## src/rtl/bus_fabric_pkg.sv

```systemverilog
// Shared types and the current system's memory map for the 6502 bus fabric.
// The optional unmapped-access fault logic in bus_fabric is enabled by defining BUS_FAULT_EN.
package bus_fabric_pkg;

    localparam int WAIT_W = 4;

    typedef enum logic [0:0] {
        ST_IDLE  = 1'b0,
        ST_STALL = 1'b1
    } state_e;

    localparam logic [15:0] TIMER_BASE   = 16'hFE00;
    localparam logic [15:0] TIMER_MASK   = 16'hFFE0;
    localparam logic [15:0] UART_BASE    = 16'hFE20;
    localparam logic [15:0] UART_MASK    = 16'hFFE0;
    localparam logic [15:0] RGB_BASE     = 16'hFE40;
    localparam logic [15:0] RGB_MASK     = 16'hFFE0;
    localparam logic [15:0] VGA_BASE     = 16'hFE60;
    localparam logic [15:0] VGA_MASK     = 16'hFFE0;
    localparam logic [15:0] SPI_BASE     = 16'hFE80;
    localparam logic [15:0] SPI_MASK     = 16'hFFE0;
    localparam logic [15:0] PS2_BASE     = 16'hFEA0;
    localparam logic [15:0] PS2_MASK     = 16'hFFE0;
    localparam logic [15:0] ROM_BASE     = 16'hFF00;
    localparam logic [15:0] ROM_MASK     = 16'hFF00;
    // D000-EFFF is not a single aligned power-of-two block, so VRAM takes two windows.
    localparam logic [15:0] VRAM_LO_BASE = 16'hD000;
    localparam logic [15:0] VRAM_HI_BASE = 16'hE000;
    localparam logic [15:0] VRAM_MASK    = 16'hF000;

    localparam int DEF_N_SLAVES = 9;

    localparam logic [DEF_N_SLAVES*16-1:0] DEF_BASE = {
        VRAM_HI_BASE, VRAM_LO_BASE, ROM_BASE, PS2_BASE, SPI_BASE,
        VGA_BASE, RGB_BASE, UART_BASE, TIMER_BASE
    };

    localparam logic [DEF_N_SLAVES*16-1:0] DEF_MASK = {
        VRAM_MASK, VRAM_MASK, ROM_MASK, PS2_MASK, SPI_MASK,
        VGA_MASK, RGB_MASK, UART_MASK, TIMER_MASK
    };

endpackage

```

## src/rtl/bus_fabric_decode.sv

```systemverilog
// Address window decode: per-window mask compare followed by a lowest-index-wins
// priority encoder, so overlapping windows resolve deterministically.
module bus_decode
    import bus_fabric_pkg::*;
#(
    parameter int                       N_SLAVES = 8,
    parameter int                       AW       = 16,
    parameter logic [N_SLAVES*AW-1:0]   SLV_BASE = {N_SLAVES*AW{1'b0}},
    parameter logic [N_SLAVES*AW-1:0]   SLV_MASK = {N_SLAVES*AW{1'b1}}
) (
    input  logic [AW-1:0]       addr,
    output logic [N_SLAVES-1:0] slv_sel,
    output logic                unmapped
);

    logic [N_SLAVES-1:0] hit;

    for (genvar i = 0; i < N_SLAVES; i++) begin : g_cmp
        assign hit[i] = (addr & SLV_MASK[i*AW +: AW]) ==
                        (SLV_BASE[i*AW +: AW] & SLV_MASK[i*AW +: AW]);
    end

    // Scan from the top down so the last (lowest-index) hit is the one kept.
    always_comb begin
        slv_sel = '0;
        for (int j = N_SLAVES - 1; j >= 0; j--) begin
            if (hit[j]) begin
                slv_sel    = '0;
                slv_sel[j] = 1'b1;
            end
        end
    end

    assign unmapped = ~|hit;

endmodule

```

## src/rtl/bus_fabric.sv

```systemverilog
// 6502 bus interconnect: CPU clock-enable divider, window decode, write strobes,
// registered read mux and per-window wait states. Fault capture is built only with BUS_FAULT_EN.
module bus_fabric
    import bus_fabric_pkg::*;
#(
    parameter int                           N_SLAVES = 8,
    parameter int                           AW       = 16,
    parameter int                           DW       = 8,
    parameter int                           CLK_DIV  = 2,
    parameter logic [N_SLAVES*AW-1:0]       SLV_BASE = {N_SLAVES*AW{1'b0}},
    parameter logic [N_SLAVES*AW-1:0]       SLV_MASK = {N_SLAVES*AW{1'b1}},
    parameter logic [N_SLAVES*WAIT_W-1:0]   SLV_WAIT = {N_SLAVES*WAIT_W{1'b0}}
) (
    input  logic                    clk25,
    input  logic                    rst,
    output logic                    cpu_ce,
    input  logic [AW-1:0]           addr,
    input  logic [DW-1:0]           dbw,
    input  logic                    we,
    output logic [DW-1:0]           dbr,
    output logic                    rdy,
    output logic [N_SLAVES-1:0]     slv_sel,
    output logic [N_SLAVES-1:0]     slv_we,
    input  logic [N_SLAVES*DW-1:0]  slv_dbr,
    output logic                    unmapped,
    output logic                    flt_irq,
    output logic [AW-1:0]           flt_addr,
    input  logic                    flt_clr
);

    localparam int DIV_W = $clog2(CLK_DIV);

    logic [DIV_W-1:0]    div_q, div_d;
    logic [N_SLAVES-1:0] sel_q, sel_d;
    state_e              state_q, state_d;
    logic [WAIT_W-1:0]   wcnt_q, wcnt_d;
    logic                rdy_q, rdy_d;
    logic                resume_q, resume_d;
    logic [WAIT_W-1:0]   wait_k;
    logic                stall_start;

    bus_decode #(
        .N_SLAVES (N_SLAVES),
        .AW       (AW),
        .SLV_BASE (SLV_BASE),
        .SLV_MASK (SLV_MASK)
    ) u_decode (
        .addr     (addr),
        .slv_sel  (slv_sel),
        .unmapped (unmapped)
    );

    assign cpu_ce = (div_q == DIV_W'(CLK_DIV - 1));

    always_comb begin
        div_d = div_q + 1'b1;
        if (cpu_ce) div_d = '0;
    end

    always_comb begin
        wait_k = '0;
        for (int i = 0; i < N_SLAVES; i++) begin
            if (slv_sel[i]) wait_k = wait_k | SLV_WAIT[i*WAIT_W +: WAIT_W];
        end
    end

    // resume_q marks the cycle in which a stalled access completes, so that
    // completion does not re-arm the stall for the same held access.
    assign stall_start = (state_q == ST_IDLE) && !resume_q && (wait_k != '0);

    always_comb begin
        state_d  = state_q;
        wcnt_d   = wcnt_q;
        rdy_d    = rdy_q;
        resume_d = resume_q;
        if (cpu_ce) begin
            case (state_q)
                ST_IDLE: begin
                    resume_d = 1'b0;
                    if (stall_start) begin
                        state_d = ST_STALL;
                        wcnt_d  = wait_k;
                        rdy_d   = 1'b0;
                    end
                end
                ST_STALL: begin
                    wcnt_d = wcnt_q - 1'b1;
                    if (wcnt_q == WAIT_W'(1)) begin
                        state_d  = ST_IDLE;
                        rdy_d    = 1'b1;
                        resume_d = 1'b1;
                    end
                end
                default: state_d = ST_IDLE;
            endcase
        end
    end

    always_comb begin
        sel_d = sel_q;
        if (cpu_ce && rdy_q) sel_d = slv_sel;
    end

    always_ff @(posedge clk25 or posedge rst) begin
        if (rst) begin
            div_q    <= '0;
            sel_q    <= '0;
            state_q  <= ST_IDLE;
            wcnt_q   <= '0;
            rdy_q    <= 1'b1;
            resume_q <= 1'b0;
        end else begin
            div_q    <= div_d;
            sel_q    <= sel_d;
            state_q  <= state_d;
            wcnt_q   <= wcnt_d;
            rdy_q    <= rdy_d;
            resume_q <= resume_d;
        end
    end

    assign rdy = rdy_q;

    // A waited access must not strobe in its first cycle, only once rdy has come back.
    assign slv_we = {N_SLAVES{we & rdy_q & ~stall_start}} & slv_sel;

    always_comb begin
        dbr = '1;
        for (int i = 0; i < N_SLAVES; i++) begin
            if (sel_q[i]) dbr = dbr & slv_dbr[i*DW +: DW];
        end
    end

    // Write data is wired straight from the CPU to every slave outside this block.
    logic unused_dbw;
    assign unused_dbw = ^dbw;

`ifdef BUS_FAULT_EN
    logic          flt_irq_q, flt_irq_d;
    logic [AW-1:0] flt_addr_q, flt_addr_d;

    always_comb begin
        flt_irq_d  = flt_irq_q;
        flt_addr_d = flt_addr_q;
        if (cpu_ce) begin
            if (flt_clr) begin
                flt_irq_d = 1'b0;
            end else if (unmapped && !flt_irq_q) begin
                flt_irq_d  = 1'b1;
                flt_addr_d = addr;
            end
        end
    end

    always_ff @(posedge clk25 or posedge rst) begin
        if (rst) begin
            flt_irq_q  <= 1'b0;
            flt_addr_q <= '0;
        end else begin
            flt_irq_q  <= flt_irq_d;
            flt_addr_q <= flt_addr_d;
        end
    end

    assign flt_irq  = flt_irq_q;
    assign flt_addr = flt_addr_q;
`else
    assign flt_irq  = 1'b0;
    assign flt_addr = '0;

    logic unused_clr;
    assign unused_clr = flt_clr;
`endif

endmodule

```

## config.mk

```make
export PLATFORM = sky130hd
export DESIGN_NAME = bus_fabric
export DESIGN_NICKNAME = d
export VERILOG_FILES = /design/src/rtl/bus_fabric_pkg.sv /design/src/rtl/bus_fabric_decode.sv /design/src/rtl/bus_fabric.sv
export SDC_FILE = /design/constraint.sdc
export NUM_CORES = 1
export LEC_CHECK = 0
export ABC_AREA = 1
export CORE_AREA = 4 4 50 52
export DETAILED_ROUTE_END_ITERATION = 7
export DIE_AREA = 0 0 54 56
export DONT_BUFFER_PORTS = 1
export GPL_TIMING_DRIVEN = 0
export PLACE_DENSITY = 0.36
export SLEW_MARGIN = 30
export SYNTH_ARGS = -nofsm -noshare
export SYNTH_HDL_FRONTEND = slang
export SYNTH_SLANG_ARGS = --single-unit
```

## constraint.sdc

```tcl
create_clock -name clk25 -period 0.9 [get_ports clk25]
set_input_delay 0.18 -clock clk25 [delete_from_list [all_inputs] [get_ports clk25]]
set_output_delay 0.18 -clock clk25 [all_outputs]
set_load 0.05 [all_outputs]
```

---- Word-level counts from Yosys, hierarchy flattened ----
Index checks and enable logic that the tools add are counted.
operators by class
  add/subtract/negate cells ............... 2
  equal/unequal tests ..................... 2
  multiplexer cells ....................... 15
  bitwise operators ....................... 10
  reduce and logical (&&, ||, !) cells .... 5
operators by type and width
  cell                 number
  $and 8x8->8          8
  $mux 8               8
  $logic_not 16->1     1
  $mux 1               5
  $eq 4x1->1 const B   1
  $mux 4               1
  $sub 4x1->4 const B  1
  $reduce_and 3->1     1
  $ne 2x1->1 const B   1
  $pmux 1 s2           1
  $reduce_and 2->1     1
  $add 1x1->1 const B  1
  $and 1x1->1          1
  $logic_and 1x1->1    1
  $logic_not 1->1      1
  $not 1->1            1
storage, ports and cells
  register bits ........................... 15
  bits of input ports ..................... 92
  output and inout port bits .............. 44
  word-level logic and storage cells ...... 39

---- Depth between registers and ports, before layout ----
Gate-level depths: netlist of the first run.
  word-level depth ........................ 15
  depth in mapped cells ................... 5
  depth with buffers taken out ............ 5

---- Hierarchy ----
Synthesis of the first run repeated with hierarchy kept, for this count alone.
second synthesis, totals
  cells, all modules ...................... 342
  area, all modules ....................... 1635.3 um^2
by module, submodules not included
  module      instances  cells each  area an instance (um^2)  sequential area each (um^2)
  bus_fabric  1          297         1436.4                   225.2
  bus_decode  1          45          198.9                    0.0

---- Worst setup path before layout of the first run ----
No wires, ideal clock.
  kind .................................... input to output
  start ................................... in addr[0]
  end ..................................... out slv_we[0]
  data arrival time ....................... 1.144 ns
  required time ........................... 0.720 ns
  path slack .............................. -0.424 ns
  cell stages on the path ................. 5
  buffers on the path ..................... 0
  cell sequence ........................... nor2_1 > nand2_1 > nor2_2 > nand2_2 > nor2_2
on the way
  cells in the longest elaborated chain, start to end .. 3
ends and longest elaborated chain
  element           RTL line                 text
  from (decl)       bus_fabric.sv:17         input logic [AW-1:0] addr,
  $logic_not 16->1  bus_fabric_decode.sv:19  assign hit[i] = (addr & SLV_MASK[i*AW +: AW]) ==
  $mux 1            bus_fabric_decode.sv:27  if (hit[j]) begin
  $and 8x8->8       bus_fabric.sv:125        assign slv_we = {N_SLAVES{we & rdy_q & ~stall_start}} & slv_sel;
  to (decl)         bus_fabric.sv:23         output logic [N_SLAVES-1:0] slv_we,
No other way between the ends.

---- Worst setup path after layout of the first run ----
  start ................................... in addr[3]
  end ..................................... out slv_we[0]
The elaborated chain is that of the path after synthesis.

==> flow_summary.yaml, run 1 <==
power_and_ir_drop:
  combinationalPowerShare_pct: 60.2
  power_frac_seq_pct: 11.5
  power_switching_mw: 0.407
  p_int_mw: 0.377
  irDropWorstVdd_mv: 0.497
  clkPwrFrac_pct: 28.2
  p_leak_nw: 0.445
  swShare_pct: 51.9
  p_per_area_mw_per_mm2: 885
route:
  avgRoutedWirePerCell_um: 7.37
  vias_per_cell: 2.96
  drc: 0
  drt_iter0_markers: 6
  drt-pass1-iter-count: 3
  ant_nets: 0
  wl_um: 1030
  vias: 412
setup_path:
  max_stage_delay_ps: 290
  critical_path.slowest_cell: "nor2_4"
  cp-start-kind: "primary input"
  cp.required_ps: 720
  cp-end-kind: "output pin"
  worst-path-buf-inv: 0
  crit_chain: "nor2_4 > nand2_2 > nor2_4 > nand2_8 > nor2_4"
  cp_top_family: "simple AND/OR/NAND/NOR gates"
  path_max_fanout: 3
  critical_path_arrival_ps: 920
  path_common_cell: "nor2_4"
  crit_type: "primary input to output pin"
global_route:
  grt_usage_pct: 6.30
  grt_pass1_vias: 334
  antenna_found_initial: 0
  grt_max_degree: 10
  grt_pass1_wl_um: 1390
  gr-total-overflow: 0
flow_run:
  cap_violations: 0
placement:
  io_buffer_count: 0
  hpwlAfterDp_um: 960
  place.gp.congestion: 0.554
clocking:
  post_cts_buffers: 0
  clock-sinks: 2
  clk_latency_ps: 230
  clock-root-buffer: "clkbuf_4"
  clk_pin_slew_ps: 30
  clk_path_buf_depth: 2
  cts_tree: "yes"
  cts_buffers: 3
  htree_num_levels: 1
timing:
  hold_viol: 0
  finalCriticalPeriod_ps: 1100
  period_share_pct: 122
  fmax_mhz: 907
  finalSetupViolations: 11
  rsz0062_at_grt: "yes"
  finalWorstSetupSlack_ps: -202
  drv_slew: 0
  hold_slack_ps: 231
  fin_skew_ps: 3.68
  final.setup.tns_ps: -1960
yosys:
  ys_types: 10
  synthCells: 76
  synth-seq-cells: 2
  syn_avg_cell_area_um2: 6.06
  syn_area_um2: 460
  ys_seq_area_share_pct: 10.9
  ys.warnings.count: 0
cells_and_area:
  fin_util_pct: 42.1
  n_antenna_cell: 0
  area_delta_synth_final_pct: 92.4
  drive_gt1_share_pct: 55.9
  nNetsFinal: 204
die:
  num_io_pins: 136
  die_w_um: 54
  die_area_mm2: 0.00302
  initial_core_util_pct: 21.9
  core_area_mm2: 0.00211
  placementRows: 17
  fp.dieH_um: 56
status:
  status: "finished, violations left"
  violations: "setup timing"
hold_path:
  hp-class: "primary input to flop"
## through the flow
stage | setup slack (ps) | cells | instance area (um2) | power, mW
after detailed placement | -302 | 134 | 696 | 0.527
after global placement | -299 | 134 | 696 | 0.527
final | -202 | 139 | 886 | 0.784
after floorplan | -232 | 106 | 661 | 0.525
after CTS | -219 | 139 | 811 | 0.778
after global routing | -257 | 139 | 886 | 0.838
## layout by cell type (no fill, tap or decap)
master         Yosys  routed
buf_12             0       1
buf_4             32      32
clkbuf_1           0       1
clkbuf_4           0       3
clkinvlp_4         0       1
conb_1             2      32
dfrtp_1            2       1
dfrtp_2            0       1
dlygate4sd3_1      0       1
inv_1             12      10
inv_2              0       1
nand2_1           14       3
nand2_2            1       3
nand2_8            0       9
nand3_1            1       1
nor2_2             3       1
nor2_4             0      10
## flip-flops by register name, indices dropped and copies added (netlist names)
register and flops:
cpu_ce 1, sel_q 1
## layout make-up
type	instances	area, um2
plain buffers	33	260
clock buffers	4	26.3
fillers	211	1220
inverters	12	48.8
multi-input cells	59	454
flip-flops and latches	2	51.3
well taps	28	35.0
repair buffers	1	10.0
## worst reg2reg max path: cells and delay by family, from the launching register on
kind / cells / cell delay (ps)
buffers and inverters: 1 / 60
flip-flops: 1 / 540
AND/OR/NAND/NOR: 2 / 110
## power groups by stage
stage          Sequential, mW  Combinational (mW)  Clock, mW
6_report               0.0905               0.472      0.222
5_1_grt                0.0904               0.495      0.253
4_1_cts                0.0905               0.454      0.233
3_5_place_dp           0.0915               0.436          0
3_3_place_gp           0.0915               0.435          0
2_1_floorplan          0.0915               0.433          0
## routing by layer
layer,up-vias,wire length [um],global-route usage (%)
li1,220,-,-
met1,146,325,7.04
met2,46,467,8.48
met3,0,232,3.22
met4,0,0,5.34
met5,-,0,0
## synthesized netlist by cell type
master | instances | share of area (%)
conb_1 | 2 | 1.6
buf_2 | 1 | 1.1
nand2_1 | 14 | 11
buf_4 | 32 | 52
nor2_1 | 8 | 6.5
nor2_2 | 3 | 4.1
nand2_2 | 1 | 1.4
dfrtp_1 | 2 | 11
inv_1 | 12 | 9.8
nand3_1 | 1 | 1.1
## cells by family (layout without fill, tap and decap cells)
family | Yosys count | after routing | synth area share [%]
buffers and inverters | 45 | 50 | 63.0
AND/OR/NAND/NOR | 27 | 27 | 24.5
other | 2 | 32 | 1.63
flip-flops | 2 | 2 | 10.9
## what timing repair did
action	CTS	global route
setup endpoints to repair	11	12
gates resized for setup	18	11
hold buffers	1	0
cloned	0	0
hold endpoints to repair	2	0
pin swaps	8	7
## path summary, 6_finish.rpt
path                                        from              endpoint  slack (ps)  depth (start not counted)
worst max-delay path                     addr[3]             slv_we[0]        -200                          5
worst min-delay path                     addr[7]  sel_q[0]$_DFFE_PP0P_         230                          5
worst max register to register  cpu_ce$_DFF_PP0_  sel_q[0]$_DFFE_PP0P_          80                          3
worst min register to register  cpu_ce$_DFF_PP0_      cpu_ce$_DFF_PP0_         650                          1
max in group asynchronous                    rst      cpu_ce$_DFF_PP0_         530                          2
min in group asynchronous                    rst      cpu_ce$_DFF_PP0_         250                          2
No activity file was read; power rests on OpenSTA's default activity.
==> run 2: changes to the inputs <==
--- a/config.mk
+++ b/config.mk
@@ -7,6 +7,8 @@
 export LEC_CHECK = 0
 export ABC_AREA = 1
 export CORE_AREA = 4 4 50 52
+export CTS_BUF_LIST = sky130_fd_sc_hd__clkbuf_4 sky130_fd_sc_hd__clkbuf_8
+export CTS_CLUSTER_SIZE = 28
 export DETAILED_ROUTE_END_ITERATION = 7
 export DIE_AREA = 0 0 54 56
 export DONT_BUFFER_PORTS = 1
==> run 2 against run 1 <==
Compared with the run above:
- the run still ends with setup timing left
- clock skew about the same
- via count increased by 0.24%
- cell area increased by 0.42%
- critical path depth unchanged
- sequential share of layout area about the same
- first-iteration DRC count unchanged
- count of clock-buffer cells in the layout unchanged
- fmax about the same
==> flow_summary.yaml, run 2 (synthesis gave the netlist of run 1 again) <==
setup_path:
  cp_top_family: "simple AND/OR/NAND/NOR gates"
  cp-end-kind: "output pin"
  path_common_cell: "nor2_4"
  cp.required_ps: 720
  critical_path.slowest_cell: "nor2_4"
  crit_chain: "nor2_4 > nand2_2 > nor2_4 > nand2_8 > nor2_4"
  crit_type: "primary input to output pin"
  critical_path_arrival_ps: 920
  cp-start-kind: "primary input"
  worst-path-buf-inv: 0
  path_max_fanout: 3
  max_stage_delay_ps: 290
clocking:
  clock-root-buffer: "clkbuf_4"
  cts_tree: "yes"
  clock-sinks: 2
  htree_num_levels: 1
  clk_pin_slew_ps: 30
  post_cts_buffers: 0
  clk_path_buf_depth: 2
  cts_buffers: 3
  clk_latency_ps: 230
route:
  drc: 0
  vias_per_cell: 2.97
  drt_iter0_markers: 6
  vias: 413
  avgRoutedWirePerCell_um: 7.33
  drt-pass1-iter-count: 3
  ant_nets: 0
  wl_um: 1020
timing:
  period_share_pct: 122
  fin_skew_ps: 3.53
  fmax_mhz: 908
  drv_slew: 0
  hold_viol: 0
  finalSetupViolations: 11
  final.setup.tns_ps: -1950
  rsz0062_at_grt: "yes"
  finalCriticalPeriod_ps: 1100
  finalWorstSetupSlack_ps: -202
power_and_ir_drop:
  p_total_mw: 0.812
  irDropWorstVdd_mv: 0.571
  p_per_area_mw_per_mm2: 913
  p_leak_nw: 0.448
hold_path:
  hp-class: "primary input to flop"
global_route:
  grt_max_degree: 10
  grt-busiest-layer: "met2"
  gr-total-overflow: 0
  gr-usage-met2_pct: 8.48
  grt_pass1_vias: 334
  antenna_found_initial: 0
  use_met1_pct: 7.04
  grt_pass1_wl_um: 1390
  met3_usage_pct: 3.22
  grt_usage_pct: 6.30
die:
  die_area_mm2: 0.00302
  placementRows: 17
  die_w_um: 54
  fp.dieH_um: 56
  initial_core_util_pct: 21.9
  num_io_pins: 136
  core_area_mm2: 0.00211
flow_run:
  cap_violations: 0
cells_and_area:
  final_cells: 139
  n_antenna_cell: 0
  drive_gt1_share_pct: 56.8
  fill_cells: 209
  final_cell_mix: "buf_4 (32), conb_1 (32), nor2_4 (10), inv_1 (10), nand2_8 (9)"
  nNetsFinal: 204
  area_delta_synth_final_pct: 93.2
placement:
  place_inst: 134
  io_buffer_count: 0
  pre_cts_ws_ps: -302
  hpwlAfterDp_um: 960
  place.gp.congestion: 0.554
status:
  violations: "setup timing"
  status: "finished, violations left"
## run 2: cell counts in the layout (fill, tap and decap cells not counted)
No cell type changed its count.
## run 2: final timing paths
kind                            slack, ps  depth (start not counted)        startpoint                   end
worst min register to register        650                          1  cpu_ce$_DFF_PP0_      cpu_ce$_DFF_PP0_
worst min-delay path                  230                          5           addr[7]  sel_q[0]$_DFFE_PP0P_
max in group asynchronous             520                          2               rst      cpu_ce$_DFF_PP0_
worst max register to register         80                          3  cpu_ce$_DFF_PP0_  sel_q[0]$_DFFE_PP0P_
min in group asynchronous             260                          2               rst      cpu_ce$_DFF_PP0_
worst max-delay path                 -200                          5           addr[3]             slv_we[0]
## run 2: cell type report
type	count	area [um2]	area share [%]
multi-input cells	59	454	51.1
plain buffers	33	260	29.3
repair buffers	1	10.0	1.13
well taps	28	35.0	3.94
clock buffers	4	30.0	3.38
flip-flops and latches	2	51.3	5.77
inverters	12	48.8	5.49
## run 2: worst min-delay path, delay by kind of cell
family / cells / cell delay (ps)
simple gates: 5 / 220
## run 2: timing repair
action,in CTS,in global routing
hold buffers,1,0
pin swaps,8,7
resized for setup,19,10
hold endpoints to repair,2,0
endpoints found under the setup margin,11,12
## run 2: routing by layer
metal / vias to the layer above / part of all wire [%]
li1: 221 / -
met3: 0 / 22
met1: 148 / 32
met4: 0 / 0
met5: - / 0
met2: 44 / 46
## run 2: through the flow
stage                     cell area, um2  util [%]  hold WS [ps]
final                                890      42.2           233
after global routing                 890      42.2           260
after CTS                            818      38.9           237
after detailed placement             696      33.0         -71.0
after global placement               696      33.0         -73.8
after floorplan                      661         -         -78.9
## run 2: report_power, final
part           internal, mW  switching, mW  total, mW
clock network         0.195         0.0547      0.250
registers            0.0905    0.000000861     0.0905
logic                 0.122          0.351      0.472
total                 0.407          0.405      0.812
